--- config.mk ---
export PLATFORM = sky130hd
export DESIGN_NAME = coin_return_ctrl
export DESIGN_NICKNAME = d
export VERILOG_FILES = /design/src/rtl/coin_return_ctrl.sv
export SDC_FILE = /design/constraint.sdc
export NUM_CORES = 1
export LEC_CHECK = 0
export CORE_MARGIN = 3
export CORE_UTILIZATION = 35
export DETAILED_ROUTE_END_ITERATION = 8
export GPL_TIMING_DRIVEN = 0
export PLACE_DENSITY_LB_ADDON = 0.15
export SLEW_MARGIN = 20
export SYNTH_ARGS = -nofsm -noshare
export SYNTH_HDL_FRONTEND = slang
export SYNTH_SLANG_ARGS = --single-unit
--- constraint.sdc ---
create_clock -name clk -period 3.4 [get_ports clk]
set_clock_uncertainty 0.1 [all_clocks]
set_input_delay 0.85 -clock clk [delete_from_list [all_inputs] [get_ports clk]]
set_output_delay 0.85 -clock clk [all_outputs]
set_load 0.02 [all_outputs]
--- src/rtl/coin_return_ctrl.sv ---
// coin_return_ctrl: returns held credit as coins, largest first, after an idle timeout or a user request.
// Ports:
//   clk, reset_n      - clock, synchronous active-low reset
//   i_input_coin      - coin-insert strobes (activity restarts the idle timer)
//   i_select_item     - item-select strobes (activity restarts the idle timer)
//   i_trigger_return  - user request to return the credit now
//   current_total     - credit held by the parent
//   i_return_ack      - parent took the offered coin and deducts it from current_total
//   o_return_coin     - one-hot offered coin
//   o_return_valid    - offer valid
//   o_sub_value       - value of the offered coin
//   wait_time         - remaining idle cycles before auto-return
//   o_busy            - return sequence in progress
//   o_done            - one-cycle pulse at the end of a return sequence
module coin_return_ctrl #(
    parameter int NUM_COINS = 3,
    parameter int NUM_ITEMS = 4,
    parameter int TOTAL_BITS = 31,
    parameter int TIMER_BITS = 32,
    parameter int WAIT_TIME = 100,
    parameter logic [16*NUM_COINS-1:0] COIN_VALUES = {16'd1000, 16'd500, 16'd100}
) (
    input  logic                  clk,
    input  logic                  reset_n,
    input  logic [NUM_COINS-1:0]  i_input_coin,
    input  logic [NUM_ITEMS-1:0]  i_select_item,
    input  logic                  i_trigger_return,
    input  logic [TOTAL_BITS-1:0] current_total,
    input  logic                  i_return_ack,
    output logic [NUM_COINS-1:0]  o_return_coin,
    output logic                  o_return_valid,
    output logic [TOTAL_BITS-1:0] o_sub_value,
    output logic [TIMER_BITS-1:0] wait_time,
    output logic                  o_busy,
    output logic                  o_done
);
    typedef enum logic [1:0] {COUNT, RETURN, SETTLE, DONE} state_t;

    localparam logic [TOTAL_BITS-1:0] MIN_COIN = TOTAL_BITS'(COIN_VALUES[15:0]);
    localparam logic [TIMER_BITS-1:0] WAIT_INIT = TIMER_BITS'(WAIT_TIME);

    state_t                state, state_nx;
    logic [TIMER_BITS-1:0] wait_nx;
    logic [NUM_COINS-1:0]  coin_nx, offer_coin;
    logic [TOTAL_BITS-1:0] sub_nx, offer_val;
    logic                  valid_nx, done_nx, has_coin;

    // Coins ascend in value, so the last one that fits is the largest.
    always_comb begin
        offer_coin = '0;
        offer_val = '0;
        for (int i = 0; i < NUM_COINS; i++) begin
            if (TOTAL_BITS'(COIN_VALUES[16*i +: 16]) <= current_total) begin
                offer_coin = NUM_COINS'(1) << i;
                offer_val = TOTAL_BITS'(COIN_VALUES[16*i +: 16]);
            end
        end
    end

    assign has_coin = current_total >= MIN_COIN;

    always_comb begin
        state_nx = state;
        wait_nx = wait_time;
        coin_nx = o_return_coin;
        valid_nx = o_return_valid;
        sub_nx = o_sub_value;
        done_nx = 1'b0;
        case (state)
            COUNT: begin
                // Trigger outranks coin/select activity; with nothing to return
                // only an explicit trigger ends the idle wait.
                if ((i_trigger_return || wait_time == '0) && has_coin) begin
                    state_nx = RETURN;
                    coin_nx = offer_coin;
                    valid_nx = 1'b1;
                    sub_nx = offer_val;
                end else if (i_trigger_return) begin
                    state_nx = DONE;
                    done_nx = 1'b1;
                    wait_nx = WAIT_INIT;
                end else if (|i_input_coin || |i_select_item) begin
                    wait_nx = WAIT_INIT;
                end else if (wait_time != '0) begin
                    wait_nx = wait_time - 1'b1;
                end
            end
            RETURN: begin
                if (i_return_ack) begin
                    state_nx = SETTLE;
                    coin_nx = '0;
                    valid_nx = 1'b0;
                    sub_nx = '0;
                end
            end
            SETTLE: begin
                // The parent has deducted the coin by now; decide on the fresh total.
                if (has_coin) begin
                    state_nx = RETURN;
                    coin_nx = offer_coin;
                    valid_nx = 1'b1;
                    sub_nx = offer_val;
                end else begin
                    state_nx = DONE;
                    done_nx = 1'b1;
                    wait_nx = WAIT_INIT;
                end
            end
            default: state_nx = COUNT;
        endcase
    end

    always_ff @(posedge clk) begin
        if (!reset_n) begin
            state <= COUNT;
            wait_time <= WAIT_INIT;
            o_return_coin <= '0;
            o_return_valid <= 1'b0;
            o_sub_value <= '0;
            o_busy <= 1'b0;
            o_done <= 1'b0;
        end else begin
            state <= state_nx;
            wait_time <= wait_nx;
            o_return_coin <= coin_nx;
            o_return_valid <= valid_nx;
            o_sub_value <= sub_nx;
            o_busy <= state_nx != COUNT;
            o_done <= done_nx;
        end
    end
endmodule
==> impl_metrics.yaml <==
status:
  outcome: "complete, no violations"
place:
  cell_count_post_placement: 540
  place.gp.congestion: 0.850
  hpwl_um: 6010
  total_of_buffers_placed_on_input_and_output_ports: 84
  placement.setup.worst_slack_ps: -405
timing:
  post-route-min-period_ps: 3260
  rsz0062_at_grt: "no"
  timing.final.setup_violations: 0
  finalCritPeriodShare_pct: 96.0
  hold_violations_final: 0
  slew_viols_final: 0
  slew_headroom_pct: 47.6
  worst_pin_slew_ps: 780
  clock.fmax_ghz: 0.306
  post-route-worst-setup-slack_ps: 136
grt:
  grt_antenna_before_repair: 0
  number_of_global_route_vias_before_repair: 2672
  grt.total_usage_pct: 18.5
  grt_start_max_net_pins: 15
  overflow: 0
  grt_first_pass_wirelength_um: 12900
yosys:
  post-synth-top-area-fraction_pct: 32.9
  synth_area_um2: 2620
  post_synth_edffs: 0
  top_post_synthesis_cells_by_area: "dfxtp_1 33%, buf_4 8.3%, a21oi_1 6.7%"
  number_of_warnings_issued_by_yosys: 0
  syn_area_per_cell_um2: 7.75
  synth-main-ff-cell: "dfxtp_1"
  ys_types: 53
  syn_inst: 338
  synth_async_sr_flop_share_pct: 0
  yosys_register_bits: 43
  synth.largest_area_cell: "dfxtp_1"
  synth_seq_area_share_pct: 32.9
power_and_ir_drop:
  p_leak_nw: 1.44
  vdd.ir_drop.worst_mv: 0.231
  p_per_area_nw_per_um2: 302
clocking:
  ctsRootBufferMaster: "clkbuf_8"
  post_cts_buffers: 0
  ctsHoldBuffers: 0
  numClockSinks: 43
  tritoncts.num_buffers: 5
  clk_latency_worst_skew_pair_ps: 300
  clock_path_buffers: 2
  cts_tree: "yes"
  h_tree_levels: 2
  clkSlewWorstSetupHoldPaths_ps: 90
min_path:
  hold_path_class: "flop to flop"
floorplan:
  die_area_um2: 8560
  floorplan.core_area_um2: 7020
  start_util_pct: 37.3
  dieHeight_um: 92.5
  io_pins: 111
  die_width_um: 92.5
  placement_rows: 30
detailed_routing:
  detail-route-antenna-nets: 0
  totalWireLength_um: 7920
  routedWlPerCell_um: 14.4
  detailedRoute.firstIterationViolations: 165
  drt_pass1_iterations: 5
  total_number_of_vias: 2856
  vias_per_cell: 5.21
  route.detailed.drc: 0
setup_path:
  timing.critical_path.required_ps: 3530
  worst_ep_arrival_time_ps: 3400
  crit_fanout: 10
  worst_setup_path_start_kind: "input pin"
  reg2reg_setup_slack_ps: 380
  path_class: "input pin to flop"
  timing.critical_path.to_type: "flop"
finish:
  share_of_the_core_filled_with_cells_in_the_final_layout_pct: 53.9
  final_net_count: 495
  synthToLayoutAreaGrowth_pct: 44.4
  antennaDiodeCount: 0
  finalNonFillerCells: 548
  drive_above_1_share_pct: 13.3
run:
  maxCapViolations: 0
-- layout by cell type, fill, tap and decap left out, types with 4 or more instances in the layout --
cell / instances
clkbuf_1: 10
a211oi_1: 6
nor3_1: 17
clkdlybuf4s50_1: 84
inv_1: 7
buf_4: 29
o21ai_1: 9
nand3_1: 14
or4_1: 4
clkbuf_8: 5
nand4_1: 6
nand2_1: 24
mux2i_1: 5
nor3_2: 4
conb_1: 23
nor4_1: 9
and2_1: 4
o21ai_0: 10
dfxtp_1: 43
a31oi_1: 4
nor2_1: 40
or2_2: 4
a21oi_1: 35
-- state kept, by name (all words and copies together), names as in the netlist --
name	flops
wait_time	32
o_return_valid	1
o_sub_value	4
o_done	1
state	2
o_return_coin	2
o_busy	1
-- synthesized netlist by cell type (all sizes together), types with 4 or more instances --
cell type,instances
nand2,24
mux2i,5
nor4,9
clkbuf,11
nor3,21
o31ai,4
nor2,40
and2,4
a211oi,8
or3,4
nand4,6
a21oi,35
a31oi,4
or4,6
dfxtp,43
inv,7
nand3,14
or2,4
buf,33
o21ai,19
-- critical path, stage by stage --
cell and delay, ps:
clkdlybuf4s50_1 400, or4_1 550, nor4_1 560, o31a_1 290, clkbuf_1 440, nand3_1 130, a21oi_1 160
-- logic make-up after synthesis --
kind of cell | count (synthesis) | share of synthesized area [%]
buffers and inverters | 52 | 12.5
other | 1 | 0.143
adders and majority gates | 2 | 0.955
AOI/OAI and AO/OA | 90 | 22.4
and+or+nand+nor | 145 | 29.2
muxes | 5 | 1.91
DFF | 43 | 32.9
-- per-stage QoR --
stage                     area, µm²  setup TNS (ps)  hold WS, ps  total power [mW]
after floorplan                2700               0          420             0.653
after global placement         3660           -6680          337             0.739
after detailed placement       3660           -7510          343             0.741
after CTS                      3780               0          357              1.15
after global routing           3780               0          389              1.18
final                          3780               0          348              1.14
-- power breakdown --
group / total, mW / internal (mW) / switching, mW
clock network: 0.412 / 0.219 / 0.193
registers: 0.517 / 0.511 / 0.00530
logic: 0.213 / 0.111 / 0.103
-- layer usage --
metal	share of wire [%]	wire (µm)	track usage (%)
met4	1.1	87	5.45
met5	0	0	0
met3	7.2	566	3.09
met2	47	3750	31.3
met1	44	3510	24.1
-- layout make-up --
cell class	count	area, µm²
Fill cell	696	3240
Inverter	8	30.0
Sequential cell	43	861
Timing Repair Buffer	84	841
Clock inverter	3	43.8
Multi-Input combinational cell	265	1520
Clock buffer	5	68.8
Tap cell	96	120
Buffer	44	299
-- final timing paths --
check                         to  cells past startpoint              from
hold / removal    o_return_valid                      2    o_return_valid
setup reg to reg   wait_time[24]                      8     wait_time[12]
setup / recovery   wait_time[13]                      7  i_select_item[0]
hold reg to reg   o_return_valid                      2    o_return_valid
-- what timing repair did --
| action | CTS | global route |
|---|---|---|
| resized for setup | 1 | 2 |
| pin swaps | 0 | 0 |
| setup endpoints to repair | 4 | 8 |
(Power assumes the default switching activity.)
